### src/rtl/pixel_seq_ctrl.sv
// pixel_seq_ctrl: pixel reset/integrate/readout sequencer with event counting.
// Optional PIXSEQ_WDT_EN adds a watchdog on the PRST and MSET waits that sets a sticky ERR.
module pixel_seq_ctrl (
  input  logic        clk_i,
  input  logic        rst_i,
  input  logic        start_i,
  input  logic        abort_i,
  input  logic        trg_mode_i,
  input  logic        trg_det_i,
  input  logic [15:0] integ_len_i,
  input  logic [7:0]  read_len_i,
  input  logic [7:0]  evt_num_i,
  input  logic        pix_reset_busy_i,
  input  logic        pix_end_i,
  input  logic        mem_set_done_i,
  input  logic        last_mem_i,
  output logic        pix_reset_o,
  output logic        pix_store_o,
  output logic        store_reset_o,
  output logic        mem_set_en_o,
  output logic        mem_set_clr_o,
  output logic        read_valid_o,
  output logic        evt_num_end_o,
  output logic        busy_o,
  output logic        err_o,
  output logic [7:0]  evt_cnt_o,
  output logic [2:0]  state_o
);
  typedef enum logic [2:0] {
    IDLE = 3'd0, PRST = 3'd1, INTEG = 3'd2, HOLD = 3'd3,
    MCLR = 3'd4, MSET = 3'd5, READ = 3'd6, EVT = 3'd7
  } state_e;
  state_e      state_q, state_d;
  logic [15:0] cnt_q, cnt_d, integ_q, integ_d;
  logic [7:0]  read_q, read_d, evt_num_q, evt_num_d, evt_cnt_q, evt_cnt_d;
  logic        trg_q, trg_d, evt_end_q, evt_end_d, busy_q, busy_d;
  logic        pix_reset_q, pix_reset_d, pix_store_q, pix_store_d, store_reset_q, store_reset_d;
  logic        mem_set_en_q, mem_set_en_d, mem_set_clr_q, mem_set_clr_d, read_valid_q, read_valid_d;
  logic        integ_last, read_last;
`ifdef PIXSEQ_WDT_EN
  logic        err_q, err_d, wdt_hit;
  assign wdt_hit = cnt_q[7:0] == 8'd254;
  assign err_o   = err_q;
`else
  assign err_o   = 1'b0;
`endif
  // Zero lengths fall out as one cycle because the compare is against count+1.
  assign integ_last = cnt_q + 16'd1 >= integ_q;
  assign read_last  = cnt_q + 16'd1 >= {8'd0, read_q};
  always_comb begin
    state_d   = state_q;
    trg_d     = trg_q;
    integ_d   = integ_q;
    read_d    = read_q;
    evt_num_d = evt_num_q;
    evt_cnt_d = evt_cnt_q;
    evt_end_d = evt_end_q;
`ifdef PIXSEQ_WDT_EN
    err_d     = err_q;
`endif
    if (abort_i) state_d = IDLE;
    else case (state_q)
      IDLE: if (start_i) begin
        state_d   = PRST;
        trg_d     = trg_mode_i;
        integ_d   = integ_len_i;
        read_d    = read_len_i;
        evt_num_d = evt_num_i;
        evt_cnt_d = '0;
        evt_end_d = 1'b0;
`ifdef PIXSEQ_WDT_EN
        err_d     = 1'b0;
`endif
      end
      PRST: if (pix_end_i) state_d = INTEG;
`ifdef PIXSEQ_WDT_EN
        else if (wdt_hit) begin
          state_d = IDLE;
          err_d   = 1'b1;
        end
`endif
      INTEG: if (trg_q ? trg_det_i : integ_last) state_d = HOLD;
      HOLD: state_d = MCLR;
      MCLR: state_d = MSET;
      // Holding MSET for at least two cycles keeps MEM_SET_EN pulses two low cycles apart.
      MSET: if (mem_set_done_i && !mem_set_en_q) state_d = READ;
`ifdef PIXSEQ_WDT_EN
        else if (wdt_hit) begin
          state_d = IDLE;
          err_d   = 1'b1;
        end
`endif
      READ: if (read_last) begin
        state_d   = last_mem_i ? EVT : MSET;
        evt_cnt_d = !last_mem_i ? evt_cnt_q : (evt_cnt_q == 8'hFF) ? evt_cnt_q : evt_cnt_q + 8'd1;
      end
      EVT: if (evt_num_q != 8'd0 && evt_cnt_q == evt_num_q) begin
        state_d   = IDLE;
        evt_end_d = 1'b1;
      end else state_d = PRST;
      default: state_d = IDLE;
    endcase
    cnt_d         = (state_d != state_q) ? 16'd0 : cnt_q + 16'd1;
    pix_store_d   = state_d == PRST || state_d == INTEG;
    pix_reset_d   = state_d == PRST && !trg_d && (state_q != PRST || (pix_reset_q && !pix_reset_busy_i));
    store_reset_d = state_d == EVT;
    mem_set_en_d  = state_d == MSET && state_q != MSET;
    mem_set_clr_d = state_d == MCLR;
    read_valid_d  = state_d == READ;
    busy_d        = state_d != IDLE;
  end
  always_ff @(posedge clk_i) begin
    if (rst_i) begin
      state_q       <= IDLE;
      cnt_q         <= '0;
      trg_q         <= 1'b0;
      integ_q       <= '0;
      read_q        <= '0;
      evt_num_q     <= '0;
      evt_cnt_q     <= '0;
      evt_end_q     <= 1'b0;
      busy_q        <= 1'b0;
      pix_reset_q   <= 1'b0;
      pix_store_q   <= 1'b0;
      store_reset_q <= 1'b0;
      mem_set_en_q  <= 1'b0;
      mem_set_clr_q <= 1'b0;
      read_valid_q  <= 1'b0;
`ifdef PIXSEQ_WDT_EN
      err_q         <= 1'b0;
`endif
    end else begin
      state_q       <= state_d;
      cnt_q         <= cnt_d;
      trg_q         <= trg_d;
      integ_q       <= integ_d;
      read_q        <= read_d;
      evt_num_q     <= evt_num_d;
      evt_cnt_q     <= evt_cnt_d;
      evt_end_q     <= evt_end_d;
      busy_q        <= busy_d;
      pix_reset_q   <= pix_reset_d;
      pix_store_q   <= pix_store_d;
      store_reset_q <= store_reset_d;
      mem_set_en_q  <= mem_set_en_d;
      mem_set_clr_q <= mem_set_clr_d;
      read_valid_q  <= read_valid_d;
`ifdef PIXSEQ_WDT_EN
      err_q         <= err_d;
`endif
    end
  end
  assign pix_reset_o   = pix_reset_q;
  assign pix_store_o   = pix_store_q;
  assign store_reset_o = store_reset_q;
  assign mem_set_en_o  = mem_set_en_q;
  assign mem_set_clr_o = mem_set_clr_q;
  assign read_valid_o  = read_valid_q;
  assign evt_num_end_o = evt_end_q;
  assign busy_o        = busy_q;
  assign evt_cnt_o     = evt_cnt_q;
  assign state_o       = state_q;
endmodule

### config.mk
export PLATFORM = sky130hd
export DESIGN_NAME = pixel_seq_ctrl
export DESIGN_NICKNAME = d
export VERILOG_FILES = /design/src/rtl/pixel_seq_ctrl.sv
export SDC_FILE = /design/constraint.sdc
export NUM_CORES = 1
export LEC_CHECK = 0
export CORE_MARGIN = 10
export CORE_UTILIZATION = 25
export CTS_CLUSTER_DIAMETER = 150
export DETAILED_ROUTE_END_ITERATION = 16
export REMOVE_ABC_BUFFERS = 1
export SLEW_MARGIN = 20
export SYNTH_ARGS = -nofsm -noshare
export SYNTH_HDL_FRONTEND = slang
export SYNTH_SLANG_ARGS = --single-unit
export TNS_END_PERCENT = 100
### constraint.sdc
create_clock -name clk_i -period 9.05 [get_ports clk_i]
set_input_delay 1.81 -clock clk_i [delete_from_list [all_inputs] [get_ports clk_i]]
set_output_delay 1.81 -clock clk_i [all_outputs]
set_load 0.005 [all_outputs]
; Word level (Yosys, flattened, before mapping)
; Index checks and enable logic that the tools add are counted.
[totals]
register_bits = 68
latch_bits = 0
ram_bits = 0
romBits = 0
inputBits = 42
elab_cells = 84
mem_count = 0
[op_classes]
n_addsub = 2
n_mul = 0
div = 0
n_lt_le_gt_ge = 2
eq_ne = 23
n_shift = 0
n_mux = 21
bitwise_logic = 1
reduce_logical = 20
[ops]
columns = operator, n
row1 = 8-bit two-way mux, 4
row2 = 3-bit equality test (second input constant), 8
row3 = 3-bit one-hot mux with 8 select lines, 1
row4 = 3-bit two-way mux, 6
row5 = 16-bit by 1-bit adder with 16-bit output (second input constant), 1
row6 = 16-bit >= comparator, 1
row7 = 16-bit by 8-bit >= comparator with 1-bit output, 1
row8 = 8-bit one-hot mux with 2 select lines, 1
row9 = 2-bit != test (second input constant), 5
row10 = 3-bit by 2-bit equality test with 1-bit output (second input constant), 3
row11 = 8-bit by 1-bit adder with 8-bit output (second input constant), 1
row12 = 8-bit equality test, 1
row13 = 8-bit equality test (second input constant), 1
row14 = 8-bit nonzero test, 1
row15 = 1-bit two-way mux, 7
row16 = 3-bit by 1-bit equality test with 1-bit output (second input constant), 2
row17 = 1-bit logical AND, 6
row18 = 6-bit AND reduction, 1
row19 = 4-bit AND reduction, 1
row20 = 2-bit nonzero test, 2
row21 = 1-bit zero test, 3
row22 = 3-bit zero test, 1
row23 = 3-bit by 1-bit != test with 1-bit output (second input constant), 1
row24 = 3-bit != test, 1
row25 = other kinds (8), 9

; Depth between registers and ports, before layout
[depth]
depth_word = 9
depth_mapped = 14
mapped_depth_nobuf = 12

; Worst setup path after synthesis
; OpenSTA, ideal clock, no wires.
[synth_timing]
kind = reg2reg
from = register cnt_q[0]
to = register cnt_q[10]
setup_time_ns = 0.113
arrival_ns = 3.159
t_required_ns = 8.937
slack_ns = 5.777
path_stages_with_launch = 15
path_buffers = 2
cell_sequence = dfxtp_1 ha_1 and3_1 buf_2 nand3_1 xnor2_1 ha_1 nand4_1 a2111oi_0 a211oi_1 a2111oi_0 o21ai_0 a21oi_4 buf_6 nor2_2
[synth_between]
elab_chain_len = 8
elab_cells_between_ends = 10
cone_classes = add/sub: 1 / order compare: 2 / eq/ne: 1 / mux: 5 / reduce/logical: 1
[synth_lines]
columns = item, line
row1 = "start, declared", 34  ; logic [15:0] cnt_q, cnt_d, integ_q, integ_d;
row2 = "start signal, assigned", 134  ; cnt_q <= cnt_d;
row3 = 16-bit by 1-bit adder with 16-bit output (*), "48, 49, 103"
row4 = 16-bit >= comparator, 48  ; assign integ_last = cnt_q + 16'd1 >= integ_q;
row5 = 1-bit two-way mux, 82  ; INTEG: if (trg_q ? trg_det_i : integ_last) state_d = HOLD;
row6 = 3-bit two-way mux, 82
row7 = 3-bit one-hot mux with 8 select lines, 62  ; else case (state_q)
row8 = 3-bit two-way mux, 61  ; if (abort_i) state_d = IDLE;
row9 = 3-bit != test, 103  ; cnt_d = (state_d != state_q) ? 16'd0 : cnt_q + 16'd1;
row10 = 2-bit OR reduction (no line), n/a
; Every way passes the cells marked *; elsewhere a longest branch is shown, timed or not.
; A chain may end at the register's enable or synchronous reset.

; Worst setup path after layout
[layout_timing]
from = register cnt_q[0]
to = register cnt_q[0]
; Same word-level chain as after synthesis.

==> flow_summary_export.csv <==
group,metric,value,unit
clocking,clkLatencyLatePin,0.33,ns
setup_path,r2r-end,"cnt_q[0]",
floorplanning,dieArea,19980,µm²
grt,antenna_found_initial,0,
outcome,status,"complete, no violations",
clocking,cts-resized-gates,0,
drt,initialDrtViolationCount,82,
pwr,clkPwrFrac,43.5,%
clocking,cts.clk_slew.worst_paths,0.05,ns
setup_path,ff2ff_path_depth,12,
pwr,leakagePower,1.805,nW
drt,route.detailed.wl_per_inst,13.54,µm
grt,grt_pass1_wl,15.95,mm
clocking,max-clock-path-buffers,2,
finish,layout-drive-gt1-share,7.602,%
min_path,hold_class,"reg2reg",
timing,rsz0062_at_grt,"false",
logic_synthesis,synth_cell_type_count,50,
place,dp_slack,4.884,ns
place,gp_congestion,0.8486,
pwr,p_int,541.3,µW
floorplanning,fp.coreArea,14480,µm²
setup_path,cp_data_required_time,9.24,ns
pwr,ir_worst_vdd,77.21,µV
clocking,hold_buffers,0,
drt,drc,0,
timing,fin_crit,3.994,ns
place,dp_cells,685,
pwr,comb_power_share,11.6,%
place,place_area,4439,µm²
floorplanning,rows,44,
min_path,hold_start,"integ_q[6]",
finish,fin_util,32.46,%
timing,hold_viol_final,0,
timing,finalCritPeriodShare,44.13,%
grt,grt_max_degree,44,
setup_path,crit_type,"reg2reg",
finish,diodes,0,
job,drv_cap,0,
place,port_buffers,60,
clocking,cts_root_buffer,"clkbuf_16",
finish,fin_cells,697,
drt,viasPerCell,4.681,
timing,setup_viol_count_final,0,
floorplanning,die_h,141.3,µm
setup_path,critPathMaxFanout,16,
logic_synthesis,synth_top_cell_by_area,"dfxtp_1",
timing,skew,0.005777,ns
pwr,sequentialPowerShare,44.9,%
timing,fmax,0.2504,GHz
logic_synthesis,async_reset_ff_share,0,%
min_path,whs_path_depth,2,
drt,totalWireLength,9.435,mm
logic_synthesis,synth_area_leaders,"dfxtp_1 (37%), nand2_1 (9.7%), ha_1 (8.8%)",
pwr,swShare,23.19,%
finish,final_cell_area,4700,µm²
setup_path,crit_path_start_kind,"flip-flop",
setup_path,cp-end-kind,"flip-flop",
place,dp_hpwl,7.286,mm
drt,route.vias.total,3263,
setup_path,cp.arrival,4.18,ns
logic_synthesis,syn-mean-instance-area,8.020,µm²
clocking,cts_max_level,3,
pwr,finalPower,704.8,µW
timing,relSlewSlack,31.89,%
logic_synthesis,synth_common_cells,"nand2_1 (95), dfxtp_1 (68), a21oi_1 (49)",
clocking,cts_tree,"yes",
pwr,p_sw,163.5,µW
clocking,cts_sinks,68,
setup_path,rrSetupSlack,5.06,ns
logic_synthesis,synth_edf_count,0,
floorplanning,ios,62,
grt,grt_usage,9.611,%
grt,grt_pass1_vias,3315,
logic_synthesis,postSynthCellCount,459,
setup_path,r2r_start,"cnt_q[0]",
floorplanning,start_util,25.42,%
drt,drtAntennaViolNets,0,
min_path,whs_endpoint,"integ_q[6]",
floorplanning,dieWidth,141.3,µm
grt,grt-ovfl-total,0,
clocking,post_cts_buffers,0,
logic_synthesis,ys_ff_latch,68,
logic_synthesis,yosysMostFrequentCell,"nand2_1",
logic_synthesis,yosysTopAreaCellShare,36.98,%
setup_path,startpoint,"cnt_q[0]",
timing,setup_slack,5.056,ns
logic_synthesis,ys.flop_type,"dfxtp_1",
pwr,powerDensity,150.0,nW/µm²
timing,slew_viol_final,0,
logic_synthesis,netlist_area,3681,µm²
timing,whs,0.4521,ns
logic_synthesis,synth_seq_area_share,36.98,%
timing,tightestPinTransition,1.016,ns
finish,area_growth,27.67,%
drt,firstDrtPassIters,5,
finish,final_nets,581,
timing,fin_setup_tns,0,ns
logic_synthesis,ys_warn_count,0,
clocking,cts_made_buffers,9,
finish,nFillCells,1528,
## cells by family (layout without fill, tap and decap cells)
group                    Yosys count  after routing  share of synthesized area [%]
AO/OA/AOI/OAI                     91             91                          16.01
XOR/XNOR                          23             23                          5.677
adder cells (fa/ha/maj)           26             26                          8.837
buffers and inverters             49            103                          5.575
flip-flops                        68             68                          36.98
multiplexers                       2              2                         0.5439
other                              1              1                         0.1019
AND/OR/NAND/NOR                  199            199                          26.27
## registers in the layout, summed over array words and instances (netlist names), 3 cells and up
register	cells
cnt_q	16
evt_cnt_o	8
evt_num_q	8
integ_q	16
read_q	8
state_o	3
## power by group through the flow
stage	Clock (mW)	Combinational (mW)	Sequential [mW]
2_1_floorplan	0	0.0437	0.321
3_5_place_dp	0	0.0829	0.323
5_1_grt	0.328	0.0926	0.318
4_1_cts	0.315	0.0834	0.317
3_3_place_gp	0	0.0810	0.322
6_report	0.306	0.0817	0.317
## worst max path at each step
stage             endpoint  cells past startpoint
2_1_floorplan     cnt_q[0]                      5
3_3_place_gp   pix_reset_o                      7
3_5_place_dp   pix_reset_o                      7
4_1_cts           cnt_q[0]                     12
5_1_grt           cnt_q[0]                     12
6_report          cnt_q[0]                     12
## layout by cell type, fill, tap and decap left out, types with 4 or more instances in the layout
cell type / Yosys / layout
a2111oi_0: 4 / 4
a211oi_1: 4 / 4
a21o_1: 4 / 4
a21oi_1: 49 / 49
and3_1: 6 / 6
buf_4: 1 / 4
clkbuf_16: 0 / 9
clkdlybuf4s50_1: 0 / 60
dfxtp_1: 68 / 68
ha_1: 26 / 26
inv_1: 28 / 28
nand2_1: 95 / 95
nand2b_1: 6 / 6
nand3_1: 11 / 11
nand4_1: 10 / 10
nor2_1: 22 / 22
nor2_2: 10 / 10
nor3_1: 14 / 13
o21ai_0: 13 / 13
or3_1: 8 / 8
xnor2_1: 9 / 9
xor2_1: 13 / 13
## layout make-up
type	count	area (µm²)	share of cell area [%]
Timing Repair Buffer	64	630.6	13.42
Multi-Input combinational cell	342	2120	45.10
Sequential cell	68	1361	28.97
Inverter	28	105.1	2.236
Tap cell	184	230.2	4.899
Clock buffer	11	252.7	5.378
## worst max-delay path: stages, from the launching register on
cell and delay (ns):
dfxtp_1 0.44, ha_1 0.26, and3_1 0.34, nand3_1 0.13
xnor2_1 0.35, ha_1 0.18, nand4_1 0.11, a2111oi_0 0.40
a211oi_1 0.13, a2111oi_0 0.58, o21ai_0 0.26, a21oi_4 0.56
nor3b_1 0.10
## per-layer routing
metal / vias to the layer above / GRT usage [%] / part of all wire (%)
li1: 1680 / - / -
met5: - / 0 / 0
met1: 1504 / 11.21 / 44
met3: 14 / 2.904 / 5.5
met2: 65 / 16.06 / 48
met4: 0 / 3.859 / 2.2
Note: power is estimated with default switching activity, not from simulation.
